`config.mk`:
```
export PLATFORM = sky130hd
export DESIGN_NAME = bottle_alarm
export DESIGN_NICKNAME = d
export VERILOG_FILES = /design/src/rtl/bottle_alarm_pkg.sv /design/src/rtl/alarm_tone_gen.sv /design/src/rtl/bottle_alarm.sv
export SDC_FILE = /design/constraint.sdc
export NUM_CORES = 1
export LEC_CHECK = 0
export ABC_AREA = 1
export CAP_MARGIN = 40
export CORE_ASPECT_RATIO = 1.5
export CORE_MARGIN = 3
export CORE_UTILIZATION = 35
export CTS_BUF_LIST = sky130_fd_sc_hd__clkbuf_4
export DETAILED_ROUTE_END_ITERATION = 8
export HOLD_SLACK_MARGIN = 0.1
export SETUP_SLACK_MARGIN = 0.4
export SLEW_MARGIN = 10
export SYNTH_ARGS = -nofsm -noshare
export SYNTH_HDL_FRONTEND = slang
export SYNTH_SLANG_ARGS = --single-unit
```
`constraint.sdc`:
```
create_clock -name CLK_org -period 6.85 [get_ports CLK_org]
set_input_delay 1.0275 -clock CLK_org [delete_from_list [all_inputs] [get_ports CLK_org]]
set_output_delay 1.0275 -clock CLK_org [all_outputs]
set_load 0.02 [all_outputs]
```
`src/rtl/bottle_alarm_pkg.sv`:
```
// Shared types and the fixed alarm melody for bottle_alarm.
// Each note entry holds a tone half-period in clock cycles and a duration in ticks.
package bottle_alarm_pkg;

  typedef enum logic [1:0] {
    IDLE,
    PLAY,
    GAP
  } state_t;

  typedef struct packed {
    logic [15:0] half_div;
    logic [3:0]  dur;
  } note_t;

  localparam int NUM_NOTES = 8;

  // half_div == 0 marks a rest
  localparam note_t [0:NUM_NOTES-1] MELODY = '{
    '{16'd191, 4'd2},
    '{16'd170, 4'd2},
    '{16'd151, 4'd2},
    '{16'd143, 4'd2},
    '{16'd127, 4'd2},
    '{16'd113, 4'd2},
    '{16'd101, 4'd2},
    '{16'd0,   4'd4}
  };

endpackage

```
`src/rtl/alarm_tone_gen.sv`:
```
// Clearable square-wave generator: tone toggles every half_div enabled cycles, first toggle
// half_div cycles after clear; half_div == 0 holds the tone low. No backpressure.
module alarm_tone_gen (
  input  logic        clk_i,
  input  logic        rst_i,
  input  logic        clr_i,
  input  logic        en_i,
  input  logic [15:0] half_div_i,
  output logic        tone_o
);

  logic [15:0] cnt_q, cnt_d;
  logic        tone_q, tone_d;

  always_comb begin
    cnt_d  = cnt_q;
    tone_d = tone_q;
    if (clr_i) begin
      cnt_d  = '0;
      tone_d = 1'b0;
    end else if (en_i && (half_div_i != 16'd0)) begin
      if (cnt_q == half_div_i - 16'd1) begin
        cnt_d  = '0;
        tone_d = ~tone_q;
      end else begin
        cnt_d = cnt_q + 16'd1;
      end
    end
  end

  always_ff @(posedge clk_i) begin
    if (rst_i) begin
      cnt_q  <= '0;
      tone_q <= 1'b0;
    end else begin
      cnt_q  <= cnt_d;
      tone_q <= tone_d;
    end
  end

  assign tone_o = tone_q;

endmodule

```
`src/rtl/bottle_alarm.sv`:
```
// Plays the 8-note fill alarm on start; stop/RST abort to IDLE on the next edge, mute gates Speaker only.
// Optional ALARM_REPEAT_EN: repeat_i high at the end of note 7 loops back through a gap to note 0.
module bottle_alarm
  import bottle_alarm_pkg::*;
#(
  parameter int TICK_DIV  = 50000,
  parameter int GAP_TICKS = 2
) (
  input  logic       CLK_org,
  input  logic       RST,
  input  logic       start,
  input  logic       stop,
  input  logic       mute,
  input  logic       repeat_i,
  output logic       Speaker,
  output logic       busy,
  output logic [2:0] note_idx
);

  localparam int              CW       = (TICK_DIV > 1) ? $clog2(TICK_DIV) : 1;
  localparam logic [CW-1:0]   CYC_LAST = CW'(TICK_DIV - 1);
  localparam logic [7:0]      GAP_LEN  = 8'(GAP_TICKS);

  state_t        state_q, state_d;
  logic [2:0]    note_q, note_d;
  logic [CW-1:0] cyc_q, cyc_d;
  logic [7:0]    tick_q, tick_d;
  logic [7:0]    seg_len;
  logic          seg_done;
  logic          restart;
  logic          rep;
  logic          tone;
  note_t         cur;

`ifdef ALARM_REPEAT_EN
  assign rep = repeat_i;
`else
  logic unused_repeat;
  assign unused_repeat = repeat_i;
  assign rep = 1'b0;
`endif

  assign cur      = MELODY[note_q];
  assign seg_len  = (state_q == PLAY) ? {4'd0, cur.dur} : GAP_LEN;
  assign seg_done = (seg_len == 8'd0) ||
                    ((cyc_q == CYC_LAST) && (tick_q == seg_len - 8'd1));

  // restart marks every edge that begins a new segment, so all counters start from zero
  always_comb begin
    state_d = state_q;
    note_d  = note_q;
    restart = 1'b0;
    if (stop) begin
      state_d = IDLE;
      note_d  = 3'd0;
      restart = 1'b1;
    end else begin
      case (state_q)
        IDLE: begin
          if (start) begin
            state_d = PLAY;
            note_d  = 3'd0;
            restart = 1'b1;
          end
        end
        PLAY: begin
          if (seg_done) begin
            restart = 1'b1;
            if ((note_q == 3'd7) && !rep) begin
              state_d = IDLE;
              note_d  = 3'd0;
            end else if (GAP_TICKS == 0) begin
              note_d = note_q + 3'd1;
            end else begin
              state_d = GAP;
            end
          end
        end
        GAP: begin
          if (seg_done) begin
            state_d = PLAY;
            note_d  = note_q + 3'd1;
            restart = 1'b1;
          end
        end
        default: begin
          state_d = IDLE;
          note_d  = 3'd0;
          restart = 1'b1;
        end
      endcase
    end
  end

  always_comb begin
    cyc_d  = cyc_q;
    tick_d = tick_q;
    if (restart || (state_q == IDLE)) begin
      cyc_d  = '0;
      tick_d = '0;
    end else if (cyc_q == CYC_LAST) begin
      cyc_d  = '0;
      tick_d = tick_q + 8'd1;
    end else begin
      cyc_d = cyc_q + 1'b1;
    end
  end

  always_ff @(posedge CLK_org) begin
    if (RST) begin
      state_q <= IDLE;
      note_q  <= 3'd0;
      cyc_q   <= '0;
      tick_q  <= '0;
    end else begin
      state_q <= state_d;
      note_q  <= note_d;
      cyc_q   <= cyc_d;
      tick_q  <= tick_d;
    end
  end

  alarm_tone_gen u_tone (
    .clk_i      (CLK_org),
    .rst_i      (RST),
    .clr_i      (restart),
    .en_i       (state_q == PLAY),
    .half_div_i (cur.half_div),
    .tone_o     (tone)
  );

  assign Speaker  = tone & ~mute & (state_q == PLAY);
  assign busy     = (state_q != IDLE);
  assign note_idx = note_q;

endmodule

```
---- After elaboration in Yosys (flattened, before gate mapping) ----
Memories as Yosys holds them, arrays and structs flattened.
Cells that the tools add are included.
cells by class
  add/sub/neg operators ................... 6
  $lt $le $gt $ge ......................... 1
  equal/unequal tests ..................... 10
  multiplexer cells ....................... 18
  bitwise logic cells ..................... 5
  reductions and logical operators ........ 16
operators with widths
  cell                   number
  $mux 20                2
  $add 16x1->16 const B  2
  $eq 16x16->1           1
  $eq 16x16->1 const B   1
  $mux 16                1
  $reduce_bool 16->1     1
  $sub 16x1->16 const B  1
  $mux 3                 4
  $pmux 3 s3             1
  $add 8x1->8 const B    1
  $eq 8x8->1             1
  $logic_not 8->1        1
  $mux 2                 4
  $ne 2x2->1 const B     4
  $reduce_or 2->1        4
  $pmux 2 s3             1
  $sub 4x1->5 const B    1
  $ge 4x4->1 const B     1
  $mux 4                 1
  $not 3->4              1
  $reduce_and 4->1       1
  $add 3x1->3 const B    1
  $eq 3x3->1 const B     1
  $mux 1                 3
  other kinds (12)       16
storage, ports and cells
  bits in registers ....................... 46
  memory bits (read-only) ................. 160
  word-level logic and storage cells ...... 63
  memories ................................ 1
memories
  memory           depth  width  rd ports  clocked after Yosys merged registers in  write ports  RTL line            RTL
  (no name shown)  8      20     1         0                                        0            bottle_alarm.sv:43  assign cur = MELODY[note_q];

---- Longest topological paths before layout ----
  depth after elaboration ................. 14
  mapped depth ............................ 22
  depth with buffers taken out ............ 22

---- Cells and area by module ----
Synthesis repeated with hierarchy kept, for this count alone.
unflattened totals
  cell total of the unflattened synthesis .. 516
  area total of the unflattened synthesis .. 3325.7 um^2
by module, submodules not included
  module          times used  cells each  area each (um^2)  seq. area each (um^2)
  bottle_alarm    1           257         1829.3            580.6
  alarm_tone_gen  1           259         1496.4            340.3

---- Least setup slack after synthesis ----
Ideal clock, no wire load.
  path kind ............................... input -> output
  from .................................... in mute
  to ...................................... out Speaker
  data arrival time ....................... 1525 ps
  required time ........................... 5822 ps
  slack ................................... 4298 ps
  stages .................................. 1
  buffers on the path ..................... 0
  cell sequence ........................... nor3_1
between the ends
  word-level cells in the longest chain between the ends .. 3
RTL lines
  item                       RTL line             RTL
  start: declaration         bottle_alarm.sv:13   input logic mute,
  $not 1->1                  bottle_alarm.sv:132  assign Speaker = tone & ~mute & (state_q == PLAY);
  $and 1x1->1 (2 in series)  bottle_alarm.sv:132
  end: declaration           bottle_alarm.sv:15   output logic Speaker,
Every way passes these cells.

---- Worst setup path after layout ----
Same ends and word-level chain as after synthesis.

==> impl_metrics.tcl <==
set metrics [dict create \
    status "finished clean" \
    drv_slew 0 \
    p_sw_mw 0.1398 \
    antenna_found_initial 0 \
    power_frac_comb 0.132 \
    utilization 0.3954 \
    wl_per_cell_um 10.99 \
    wirelength_um 6618 \
    seq_power_share 0.535 \
    num_io_pins 11 \
    setup_viol 0 \
    syn2layout_area_growth_pct 8.947 \
    finalNetCount 517 \
    multi_input_area_mm2 0.001871 \
    yosys-top-cells-area "dfxtp_1 30%, nand2_1 15%, nor2_1 9.2%" \
    rsz0062_at_grt "false" \
    ctsResizeCount 0 \
    grt_overflow 0 \
    p_sw_frac 0.2718 \
    place_inst 594 \
    crit_type "input port to output pin" \
    synthesis.area_mm2 0.003090 \
    synth_top_cell_by_area "dfxtp_1" \
    dieArea_mm2 0.01002 \
    detail-route-antenna-nets 0 \
    relSlewSlack 0.6523 \
    cts_tree "done" \
    yosysTopAreaCellShare 0.2980 \
    diodes 0 \
    p_total_mw 0.5144 \
    max_stage_delay_ps 620 \
    vdd_drop_max_v 0.0001006 \
    synth_nets 505 \
    clock_latency_ps 380 \
    tightest_slew_ps 520.8 \
    grt_pass1_vias 2831 \
    worstPathCellList "clkdlybuf4s50_1 -> nor3_1 -> clkdlybuf4s50_1" \
    layoutNonFillerInstCount 602 \
    clockRootBuffer "clkbuf_4" \
    whs_ps 463.7 \
    cts_hold_buffers 0 \
    ys_ff_latch 46 \
    row_count 41 \
    drc 0 \
    grt_max_degree 17 \
    clock-sinks 46 \
    place_area_mm2 0.003284 \
    finalSetupTns_ps 0 \
    synth.distinct_cells 33 \
    period_share 0.4750 \
    dpl.hpwl_um 5328 \
    drv_cap 0 \
    dr.pass1.iters 4 \
    hold_path_class "flip-flop to flip-flop" \
    post-place-ws_ps 3584 \
    fin_worst_skew_ps 19.40 \
    drive_gt1_frac 0.06667 \
    seq_area_um2 920.9 \
    syn_avg_cell_area_um2 6.412 \
    cts_buffers 5 \
    internal_power_mw 0.3746 \
    critPathSlowestCell "clkdlybuf4s50_1" \
    syn_inst 482 \
    grt_pass1_wl_um 11760 \
    clockBufferDepth 2 \
    drtIter0Drc 108 \
    timing.final.ws_setup_ps 3596 \
    die_h_um 121.1 \
    cp_common_cell "clkdlybuf4s50_1" \
    via_per_inst 4.821 \
    cp_max_fo 1 \
    yosysWarnings 0 \
    start_util 0.3629 \
    seq_area_frac_synth 0.2980 \
    power.leakage_nw 1.362 \
    layout_min_cycle_time_ps 3254 \
    fill_cells 954 \
    critPathRequiredTime_ps 5820 \
    arrival_ps 2230 \
    track_usage 0.1497 \
    power_frac_clock 0.333 \
    clkTransAtPathRegs_ps 130 \
    routabilityCongestion 0.9117 \
    die_x_um 82.73 \
    io_buffers 9 \
    fin_area_mm2 0.003367 \
    hold_viol_final 0 \
    r2r_slack_ps 4030 \
    core_mm2 0.008516 \
    endpoint_kind "output pin" \
    h-tree-depth 2 \
    p_per_area_mw_per_mm2 152.8 \
    cts_setup_buffers 0 \
    num_vias 2902 \
    max_freq_ghz 0.3073 \
    worstSetupStartpointType "input port" \
]
[power by group through the flow]
stage | Combinational (mW) | Clock [mW] | Sequential (mW)
after global placement | 0.0673 | 0 | 0.281
after floorplan | 0.0494 | 0 | 0.281
after CTS | 0.0683 | 0.184 | 0.276
final | 0.0677 | 0.171 | 0.275
after detailed placement | 0.0679 | 0 | 0.281
after global routing | 0.0775 | 0.190 | 0.276
[synth_stat cells]
cell type  instances
nand2_1          121
nor2_1            76
inv_1             69
dfxtp_1           46
nand3_1           43
ha_1              17
a21oi_1           15
nand4_1           14
nor3_1            13
xor2_1            12
o21ai_0           10
nor2_2             6
a21oi_2            4
or2_2              4
xnor2_1            4
nand2_2            3
nor4_1             3
a21o_1             2
and3_1             2
buf_6              2
clkbuf_1           2
nand3b_1           2
nor3b_1            2
a31o_2             1
and2_1             1
inv_2              1
inv_4              1
nand3_4            1
nand4_2            1
nor2_8             1
nor4_2             1
o21ai_2            1
or2_0              1
[cell type report]
cell class | instances | share of cell area
multi-input combinational | 361 | 0.5556
clock inverter | 2 | 0.01115
sequential | 46 | 0.2735
timing repair buffer | 9 | 0.02676
tap | 107 | 0.03976
clock buffer | 6 | 0.01338
inverter | 71 | 0.07990
[registers in the layout (all words and copies together), names as in the netlist]
signal,flops
u_tone.cnt_q,16
cyc_q,16
u_tone.tone_o,1
tick_q,8
state_q,2
note_idx,3
[cell usage in the layout (no fill, tap or decap)]
| cell type | instances |
|---|---|
| nand2_1 | 121 |
| nor2_1 | 76 |
| inv_1 | 69 |
| dfxtp_1 | 46 |
| nand3_1 | 43 |
| ha_1 | 17 |
| a21oi_1 | 15 |
| nand4_1 | 14 |
| nor3_1 | 13 |
| xor2_1 | 12 |
| o21ai_0 | 10 |
| clkdlybuf4s50_1 | 9 |
| nor2_2 | 6 |
| clkbuf_4 | 6 |
| or2_2 | 4 |
| a21oi_2 | 4 |
| xnor2_1 | 4 |
| nor4_1 | 3 |
| nand2_2 | 3 |
| and3_1 | 2 |
| nor3b_1 | 2 |
| nand3b_1 | 2 |
| a21o_1 | 2 |
| inv_4 | 1 |
| or2_0 | 1 |
| inv_2 | 1 |
| and2_1 | 1 |
| nor2_8 | 1 |
| nand3_4 | 1 |
| o21ai_2 | 1 |
| nand4_2 | 1 |
| a31o_2 | 1 |
| nor4_2 | 1 |
| clkinvlp_4 | 1 |
| bufinv_16 | 1 |
[final timing paths]
| path | start | endpoint | cells past startpoint |
|---|---|---|---|
| setup / recovery | mute | Speaker | 3 |
| setup reg to reg | note_idx[1] | u_tone.cnt_q[0] | 18 |
| hold reg to reg | cyc_q[0] | cyc_q[0] | 1 |
| hold / removal | cyc_q[0] | cyc_q[0] | 1 |
[per-layer routing]
metal / GRT usage / up-vias / part of all wire
met5: 0 / - / 0
met4: 0.08384 / 0 / 0.039
met3: 0.02452 / 20 / 0.025
met2: 0.2681 / 38 / 0.53
met1: 0.1601 / 1291 / 0.41
li1: - / 1553 / -
[logic make-up (layout without fill, tap and decap cells)]
| logic type | after synthesis | after routing | share of synthesized area |
|---|---|---|---|
| AOI/OAI and AO/OA | 33 | 33 | 0.06235 |
| xor gates and xnor gates | 16 | 16 | 0.04534 |
| adders and majority gates | 17 | 17 | 0.06882 |
| buffers and inverters | 75 | 88 | 0.09676 |
| DFF | 46 | 46 | 0.2980 |
| and+or+nand+nor | 295 | 295 | 0.4287 |
[critical path: cells and delay by family]
family | cells | cell delay (ps)
buf+inv | 2 | 1020
simple gates | 1 | 180
(Power assumes the default switching activity.)
